==> src/rtl/mips150_io_mmio.sv <==
// MMIO for the MIPS150 load/store path: UART TX buffer, RX FIFO and optional counters (IO_COUNTERS_EN).
// Load data is registered, so it arrives one cycle after io_re. TX stalls via tx_valid/tx_ready; RX is throttled by rx_ready.
module mips150_io_mmio #(
    parameter int RX_DEPTH = 4
) (
    input  logic        clk,
    input  logic        rst,
    input  logic [31:0] io_addr,
    input  logic        io_re,
    input  logic [3:0]  io_we,
    input  logic [31:0] io_wdata,
    output logic [31:0] io_rdata,
    input  logic        instr_valid,
    output logic [7:0]  tx_data,
    output logic        tx_valid,
    input  logic        tx_ready,
    input  logic [7:0]  rx_data,
    input  logic        rx_valid,
    output logic        rx_ready
);
    localparam int AW = $clog2(RX_DEPTH);

    logic [5:0]  idx;
    logic        wr;
    logic [31:0] rd_mux;

    assign idx = io_addr[7:2];
    assign wr  = |io_we;

    // TX: a byte written during a handshake replaces the departing one
    logic tx_full, tx_hs, tx_wr;

    assign tx_hs    = tx_full & tx_ready;
    assign tx_wr    = wr & (idx == 6'd3) & (~tx_full | tx_hs);
    assign tx_valid = tx_full;

    always_ff @(posedge clk or negedge rst) begin
        if (!rst) begin
            tx_full <= 1'b0;
            tx_data <= 8'h00;
        end else if (tx_wr) begin
            tx_full <= 1'b1;
            tx_data <= io_wdata[7:0];
        end else if (tx_hs) begin
            tx_full <= 1'b0;
        end
    end

    // RX FIFO: the extra pointer bit separates full from empty
    logic [7:0]  rx_mem [RX_DEPTH];
    logic [AW:0] wp, rp;
    logic        rx_full, rx_empty, rx_push, rx_pop;

    assign rx_empty = (wp == rp);
    assign rx_full  = (wp[AW] != rp[AW]) && (wp[AW-1:0] == rp[AW-1:0]);
    assign rx_ready = ~rx_full;
    assign rx_push  = rx_valid & ~rx_full;
    assign rx_pop   = io_re & (idx == 6'd2) & ~rx_empty;

    always_ff @(posedge clk or negedge rst) begin
        if (!rst) begin
            wp <= '0;
            rp <= '0;
        end else begin
            if (rx_push) wp <= wp + (AW+1)'(1);
            if (rx_pop)  rp <= rp + (AW+1)'(1);
        end
    end

    always_ff @(posedge clk) begin
        if (rx_push) rx_mem[wp[AW-1:0]] <= rx_data;
    end

`ifdef IO_COUNTERS_EN
    logic [31:0] cycle_cnt, instr_cnt;
    logic        cnt_clr;

    assign cnt_clr = wr & (idx == 6'd6);

    always_ff @(posedge clk or negedge rst) begin
        if (!rst) begin
            cycle_cnt <= '0;
            instr_cnt <= '0;
        end else if (cnt_clr) begin
            cycle_cnt <= '0;
            instr_cnt <= '0;
        end else begin
            cycle_cnt <= cycle_cnt + 32'd1;
            if (instr_valid) instr_cnt <= instr_cnt + 32'd1;
        end
    end

    logic unused_bits;
    assign unused_bits = ^{io_addr[31:8], io_addr[1:0], io_wdata[31:8]};
`else
    logic unused_bits;
    assign unused_bits = ^{io_addr[31:8], io_addr[1:0], io_wdata[31:8], instr_valid};
`endif

    always_comb begin
        rd_mux = '0;
        case (idx)
            6'd0: rd_mux = {31'b0, ~tx_full};
            6'd1: rd_mux = {31'b0, ~rx_empty};
            6'd2: if (!rx_empty) rd_mux = {24'b0, rx_mem[rp[AW-1:0]]};
`ifdef IO_COUNTERS_EN
            6'd4: rd_mux = cycle_cnt;
            6'd5: rd_mux = instr_cnt;
`endif
            default: rd_mux = '0;
        endcase
    end

    always_ff @(posedge clk or negedge rst) begin
        if (!rst) io_rdata <= '0;
        else      io_rdata <= io_re ? rd_mux : 32'h0;
    end
endmodule

==> config.mk <==
export PLATFORM = sky130hd
export DESIGN_NAME = mips150_io_mmio
export DESIGN_NICKNAME = d
export VERILOG_FILES = /design/src/rtl/mips150_io_mmio.sv
export SDC_FILE = /design/constraint.sdc
export NUM_CORES = 1
export LEC_CHECK = 0
export BUFFER_PORTS_ARGS = -buffer_cell sky130_fd_sc_hd__buf_2
export CAP_MARGIN = 5
export CORE_AREA = 3 3 80 82
export DETAILED_ROUTE_END_ITERATION = 10
export DIE_AREA = 0 0 83 85
export PLACE_DENSITY = 0.73
export SYNTH_ARGS = -nofsm -noshare
export SYNTH_HDL_FRONTEND = slang
export SYNTH_SLANG_ARGS = --single-unit
==> constraint.sdc <==
create_clock -name clk -period 4 [get_ports clk]
set_input_delay 0.8 -clock clk [delete_from_list [all_inputs] [get_ports clk]]
set_output_delay 0.8 -clock clk [all_outputs]
set_load 0.02 [all_outputs]
==> Word-level counts from Yosys, hierarchy flattened <==
Memory sizes are Yosys's and may differ from the RTL's.
Index checks and enable logic that the tools add are counted.
{ "word_totals": {"ff_bits": 47, "ram_bits": 32, "input_bits": 82, "mem_count": 1} }
{ "op_classes": {"n_addsub": 2, "n_eq_ne": 6, "n_mux": 7, "bitwise": 10, "reduce_logical": 4} }
{ "mem_list": {"columns": ["name", "depth", "width", "rd", "rd_ports_with_merged_regs", "wr", "line", "text"], "rows": [
  ["rx_mem", 4, 8, 1, 0, 1, "50", "logic [7:0] rx_mem [RX_DEPTH];"]
]} }
{ "ops": {"columns": ["operator", "count"], "rows": [
  ["$mux 32", 1],
  ["$pmux 8 s3", 1],
  ["$eq 6x2->1 const B", 2],
  ["$mux 8", 1],
  ["$add 3x1->3 const B", 2],
  ["$and 1x1->1", 6],
  ["$eq 6x1->1 const B", 1],
  ["$logic_not 6->1", 1],
  ["$mux 1", 4],
  ["$reduce_or 4->1", 1],
  ["$eq 3x3->1", 1],
  ["$not 1->1", 3],
  ["$eq 2x2->1", 1],
  ["$reduce_bool 2->1", 1],
  ["$logic_and 1x1->1", 1],
  ["$ne 1x1->1", 1],
  ["$or 1x1->1", 1]
]} }

==> Longest topological paths before layout <==
Gate-level depths: netlist of run 1.
{ "depth": {"depth_word": 6, "ltp_mapped": 6} }

==> Least setup slack after synthesis of run 1 <==
No wires, ideal clock.
{ "synth_timing": {"kind": "in2reg", "startpoint": "input io_addr[5]", "endpoint": "register tx_data[0]", "setup_ps": 125, "arrival_time_ps": 2073, "slack_ps": 1802, "stages": 4, "path_buffers": 1, "cell_sequence": "or2_2 -> or4_1 -> buf_6 -> mux2_4"} }
{ "synth_between": {"elab_chain_len": 3} }
{ "synth_lines": {"columns": ["element", "line", "text"], "rows": [
  ["start, declared", "8", "input logic [31:0] io_addr,"],
  ["$eq 6x2->1", "34", "assign tx_wr = wr & (idx == 6'd3) & (~tx_full | tx_hs);"],
  ["$and 1x1->1 (2 in a row)", "34", null],
  ["end signal, assigned", "43", "tx_data <= io_wdata[7:0];"],
  ["end, declared", "14", "output logic [7:0] tx_data,"]
]} }
No other way between the ends.
A chain may end at the register's enable or synchronous reset.

==> Final worst setup path of run 1 <==
{ "layout_timing": {"startpoint": "register rp[0]", "endpoint": "output rx_ready"} }
{ "layout_between": {"elab_chain_len": 3} }
{ "layout_lines": {"columns": ["element", "line", "text"], "rows": [
  ["start, declared", "51", "logic [AW:0] wp, rp;"],
  ["start signal, assigned", "66", "if (rx_pop) rp <= rp + (AW+1)'(1);"],
  ["$eq 2x2->1", "55", "assign rx_full = (wp[AW] != rp[AW]) && (wp[AW-1:0] == rp[AW-1:0]);"],
  ["$logic_and 1x1->1", "55", null],
  ["$not 1->1", "56", "assign rx_ready = ~rx_full;"],
  ["end, declared", "19", "output logic rx_ready"]
]} }
No other way between the ends.

==> results of run 1 <==
-- metal layers --
metal	vias to the layer above	GRT usage	share of wire
met5	-	0	0
met4	0	0.0535	0.019
met3	6	0.0427	0.076
met2	55	0.195	0.48
met1	589	0.134	0.43
li1	582	-	-
-- report_power, final --
part	switching [mW]	internal [mW]
clock	0.165	0.120
combinational	0.168	0.158
sequential	0.0684	0.711
-- Yosys cell counts --
cell type,count
a21oi_1,1
a311o_1,1
a31oi_1,1
and3_1,4
buf_2,2
buf_4,25
buf_6,1
conb_1,1
dfrtp_1,23
edfxtp_1,32
ha_1,5
inv_1,3
mux2_1,1
mux2_2,1
mux2_4,8
mux4_2,8
nand2_1,2
nand3_1,1
nand3b_1,2
nor2_1,2
nor2b_1,7
nor2b_4,1
nor4_1,2
or2_2,1
or2b_2,1
or3_1,1
or3b_2,1
or4_1,1
or4b_1,1
xnor2_1,5
xor2_1,2
-- cell families (layout without fill, tap and decap cells) --
kind of cell / count (synthesis) / after routing / share of synthesized area
flip-flops: 55 / 55 / 0.639
buffers and inverters: 31 / 59 / 0.0915
AND/OR/NAND/NOR: 27 / 27 / 0.0738
multiplexers: 18 / 18 / 0.134
XOR/XNOR: 7 / 7 / 0.0255
adder cells (fa/ha/maj): 5 / 5 / 0.0260
AO/OA/AOI/OAI: 3 / 3 / 0.00884
other: 1 / 24 / 0.00156
-- critical path, cell delays in order (launching register included) --
cell	delay (ns)
dfrtp_1	0.77
xnor2_1	0.23
nand3b_1	0.21
buf_2	0.22
-- sequential cells by signal, summed over array words and instances (netlist names) --
name	flops
rx_mem	32
io_rdata	8
tx_data	8
rp	3
wp	3
tx_valid	1
-- metrics by stage --
stage	hold WS (ns)	setup slack, ns	utilization	power, mW	instance area [um^2]
detailed placement	0.481	1.45	0.450	1.13	2620
global route	0.496	1.28	0.464	1.47	2700
floorplan	0.462	1.80	-	1.05	2490
global placement	0.475	1.47	0.450	1.11	2620
finish	0.455	1.45	0.464	1.39	2700
CTS	0.476	1.40	0.464	1.42	2700
-- cell type report --
cell class,instances,area (um^2),area share
clock inverter,2,7.51,0.00278
clock buffer,6,72.6,0.0269
sequential,55,1540,0.570
multi-input combinational,84,736,0.273
tap,75,93.8,0.0348
inverter,3,11.3,0.00417
timing repair buffer,48,240,0.0891
-- worst max path at each step --
stage | startpoint | to | slack [ns] | depth (start not counted)
2_1_floorplan | io_addr[5] | tx_data[0]$_DFFE_PN0P_ | 1.80 | 4
3_3_place_gp | io_addr[7] | tx_data[5]$_DFFE_PN0P_ | 1.47 | 4
3_5_place_dp | io_addr[7] | tx_data[4]$_DFFE_PN0P_ | 1.45 | 4
4_1_cts | rp[0]$_DFFE_PN0P_ | rx_ready | 1.40 | 3
5_1_grt | rp[0]$_DFFE_PN0P_ | rx_ready | 1.28 | 3
6_report | rp[0]$_DFFE_PN0P_ | rx_ready | 1.45 | 3
==> results by group, run 1 <==
STA
  – Skew final: 0.00840 ns
  – Final Max Tran Viols: 0
  – Final Hold Fails: 0
  – Relative slew slack: 0.562
  – Setup TNS: 0 ns
  – Period utilisation layout: 0.636
  – Actual slew at the worst max-slew pin: 0.657 ns
  – Min cycle time layout: 2.55 ns
  – RSZ-0062 raised after global routing: false
  – Endpoints failing setup: 0
  – Achievable Freq: about 0.4 GHz

Clock tree
  – Root Buffer: clkbuf_8
  – Clk sinks: between 50 and 60
  – Worst skew pair latency: between 0.3 and 0.4 ns
  – CTS clk-pin slew, worst paths: about 0.090 ns
  – Worst-case clock buffer depth: 2
  – Post-CTS setup buffer count: 0
  – CTS HTree Levels: 2
  – # hold bufs at CTS: 0
  – CTS Buf Count: 5
  – TritonCTS clock tree: done
  – Post-CTS Resized: 0

Global route
  – Initial antenna violation count: 0
  – Pin count of the biggest net entering global routing: 24
  – Global-route wire length before repair: ~6200 um
  – Vias in the first global route: about 1200
  – Total track usage: 0.117
  – Total grt overflow: 0

Die
  – Core area: just under 6000 um^2
  – Initial Utilization: 0.414
  – Die height: ~85 um
  – Site Rows: 28
  – Die X-Extent: ~83 um
  – Top Ports: around 120
  – Die area: between 7000 and 8000 um^2

Place
  – Routability cong.: between 0.7 and 0.8
  – Port Buf Inserts: 48
  – Placed insts: 265
  – HPWL Detailed: between 2000 and 3000 um

Yosys
  – Synthesized netlist cell count: between 100 and 150
  – Yosys top cell area share: 0.399
  – Post-Syn Area per Cell: ~16 um^2
  – Sequential share of the synthesized area: 0.639
  – Ys Warns: 0
  – Netlist cell types: 31
  – Leading area contributor after synthesis: edfxtp_1
  – Largest cells by area after synthesis: edfxtp_1 (40%), dfrtp_1 (24%), buf_4 (7.8%)
  – Post-synthesis register bit count: 55
  – Cell Area, Synth: between 2000 and 2500 um^2

Route
  – First drt pass iteration count: 4
  – Routed vias/inst: 4.51
  – Via count: between 1000 and 1500
  – Routed Antenna Nets: 0
  – Iteration-0 DRC Markers: 35
  – Wire per inst: between 10 and 15 um
  – Residual DRC count: 0
  – Routed wire length: roughly 3900 um

Final layout
  – Area grow syn2layout: 12.1%
  – Layout cell share with drive strength beyond 1: 0.374
  – Non-Filler Instances: approximately 270
  – Layout Nets: 284
  – Ant diodes: 0
  – Commonest non-fill, non-tap cell in the layout: buf_2
  – Fillers: slightly above 500
  – Most frequent cells in the layout: buf_2 (48), edfxtp_1 (32), conb_1 (24)

Power
  – Worst vdd ir: between 200 and 300 uV
  – Cell area power density: between 500 and 600 nW/um^2
  – Lkg Pwr: ~1.2 nW

Run
  – Max_cap viols: 0

Worst setup path
  – RR Startpoint: tx_valid$_DFFE_PN0P_
  – Critical path peak fanout: 11
  – Worst Path Arrival: 1.75 ns
  – Crit path launch type: register
  – Crit Path Class: register to primary output
  – Worst r2r path cells: 4
  – Worst r2r dst: tx_data[1]$_DFFE_PN0P_
  – Crit. End Element: primary output
  – Flop-to-flop setup slack: 1.88 ns
  – Required @ worst endpoint: around 3.2 ns

Min path
  – Hold Path Class: input port to asynchronous set/reset pin

Run status
  – Status: finished clean
Power figures use the tool's default switching activity.
==> run 2, diff against run 1 <==
CORE_AREA = 3 3 81 83   (was 3 3 80 82)
DIE_AREA = 0 0 84 86   (was 0 0 83 85)
PLACE_DENSITY = 0.74   (was 0.73)
clock period = 2 ns   (was 4 ns; I/O delays follow)
==> results by group, run 2 (synthesized netlist as in run 1, its figures left out) <==
Die
  – Die height: 86 um
  – Site Rows: 28
  – Top Ports: 124
  – Initial Utilization: 0.406
  – Die area: slightly above 7000 um^2
  – Die X-Extent: 84 um
  – Core area: just under 6000 um^2

Final layout
  – Util after Layout: 0.466
  – Commonest non-fill, non-tap cell in the layout: buf_2
  – Most frequent cells in the layout: buf_2 (48), edfxtp_1 (32), conb_1 (24)
  – Area grow syn2layout: 14.8%
  – Layout Nets: slightly below 300
  – Ant diodes: 0
  – Layout cell share with drive strength beyond 1: 0.404
  – Footprint of the multi-input gates: 736 um^2
  – Max FFs per register: 32
  – Register area: ~1500 um^2
  – Fillers: 532

Global route
  – Vias in the first global route: between 1000 and 1500
  – Pin count of the biggest net entering global routing: 24
  – Total grt overflow: 0
  – Total track usage: 0.116
  – Global-route wire length before repair: 6270 um
  – Initial antenna violation count: 0

STA
  – Endpoints failing setup: 0
  – Relative slew slack: 0.647
  – RSZ-0062 raised after global routing: false
  – Skew final: ~0.012 ns
  – Actual slew at the worst max-slew pin: roughly 0.53 ns
  – Final Max Tran Viols: 0
  – Final Hold Fails: 0
  – Achievable Freq: 0.523 GHz
  – Min cycle time layout: ~1.9 ns
  – Period utilisation layout: 0.957
  – Setup TNS: 0 ns

Place
  – Routability cong.: approximately 0.71
  – Port Buf Inserts: between 40 and 50
  – HPWL Detailed: ~2800 um

Clock tree
  – Post-CTS setup buffer count: 0
  – Worst skew pair latency: 0.32 ns
  – CTS Buf Count: 5
  – # hold bufs at CTS: 0
  – Clk sinks: 55
  – TritonCTS clock tree: done
  – Worst-case clock buffer depth: 2
  – Root Buffer: clkbuf_8
  – CTS HTree Levels: 2
  – CTS clk-pin slew, worst paths: roughly 0.11 ns

Worst setup path
  – Crit path launch type: register
  – Required @ worst endpoint: ~2.2 ns
  – Worst Path Arrival: 2.11 ns
  – Start point of the critical path: tx_valid$_DFFE_PN0P_
  – Crit Path Class: register to register
  – Worst r2r dst: tx_data[6]$_DFFE_PN0P_
  – Crit. End Element: register
  – Critical path peak fanout: 9
  – Worst r2r path cells: 5
  – CP Capture Point: tx_data[6]$_DFFE_PN0P_
  – RR Startpoint: tx_valid$_DFFE_PN0P_
  – Flop-to-flop setup slack: 0.09 ns

Route
  – Routed wire length: 3920 um
  – Wire per inst: about 14 um
  – First drt pass iteration count: 4
  – Residual DRC count: 0
  – Routed Antenna Nets: 0
  – Iteration-0 DRC Markers: 35
  – Via count: about 1300
  – Routed vias/inst: ~4.5

Power
  – Worst vdd ir: about 800 uV
  – Cell area power density: between 1000 and 1500 nW/um^2
  – Lkg Pwr: about 1.2 nW

Min path
  – Hold Path Class: input port to asynchronous set/reset pin

Run
  – Max_cap viols: 0

Run status
  – Status: finished clean
[run 2: power breakdown]
part / switching [mW] / total [mW] / internal [mW]
clock: 0.385 / 0.649 / 0.264
sequential: 0.0916 / 1.51 / 1.42
combinational: 0.392 / 0.722 / 0.330
[run 2: timing repair]
item | 4_1_cts | 5_1_grt
resized for setup | 0 | 1
endpoints found under the hold margin | 0 | 0
endpoints found under the setup margin | 0 | 4
[run 2: layer usage]
metal,wire length (um),up-vias,track usage
li1,-,594,-
met1,1600,600,0.140
met2,1960,59,0.190
met3,286,6,0.0365
met4,77,0,0.0570
met5,0,-,0
[run 2: cell type report]
class                      instances  area share
tap                               75      0.0340
sequential                        55       0.556
clock inverter                     3      0.0122
multi-input combinational         84       0.266
inverter                           3     0.00408
clock buffer                       5      0.0249
timing repair buffer              53       0.102
[run 2: worst min path at each step]
stage | startpoint | end | slack, ns
final | rst | io_rdata[5]$_DFF_PN0_ | 0.05
after CTS | rst | rp[1]$_DFFE_PN0P_ | 0.06
after global placement | rst | tx_valid$_DFFE_PN0P_ | 0.41
after global routing | rst | rp[0]$_DFFE_PN0P_ | 0.07
after floorplan | rst | io_rdata[0]$_DFF_PN0_ | 0.10
after detailed placement | rst | tx_valid$_DFFE_PN0P_ | 0.42
[run 2: stage by stage]
stage / total power [mW] / hold slack (ns) / cells / area, um^2 / setup WS (ns)
2_1_floorplan: 2.10 / 0.104 / 170 / 2490 / 0.0709
3_3_place_gp: 2.24 / 0.410 / 270 / 2660 / 0.0405
3_5_place_dp: 2.28 / 0.422 / 270 / 2660 / 0.0363
4_1_cts: 2.94 / 0.0604 / 278 / 2760 / 0.0744
5_1_grt: 3.07 / 0.0738 / 278 / 2760 / 0.0194
6_report: 2.89 / 0.0491 / 278 / 2760 / 0.0870
[run 2: critical path, cell delays in order, from the launching register on]
cell and delay (ns):
dfrtp_1 0.42, nor2b_4 0.13, or3_1 0.29, or4_1 0.48, buf_6 0.17, mux2_4 0.30
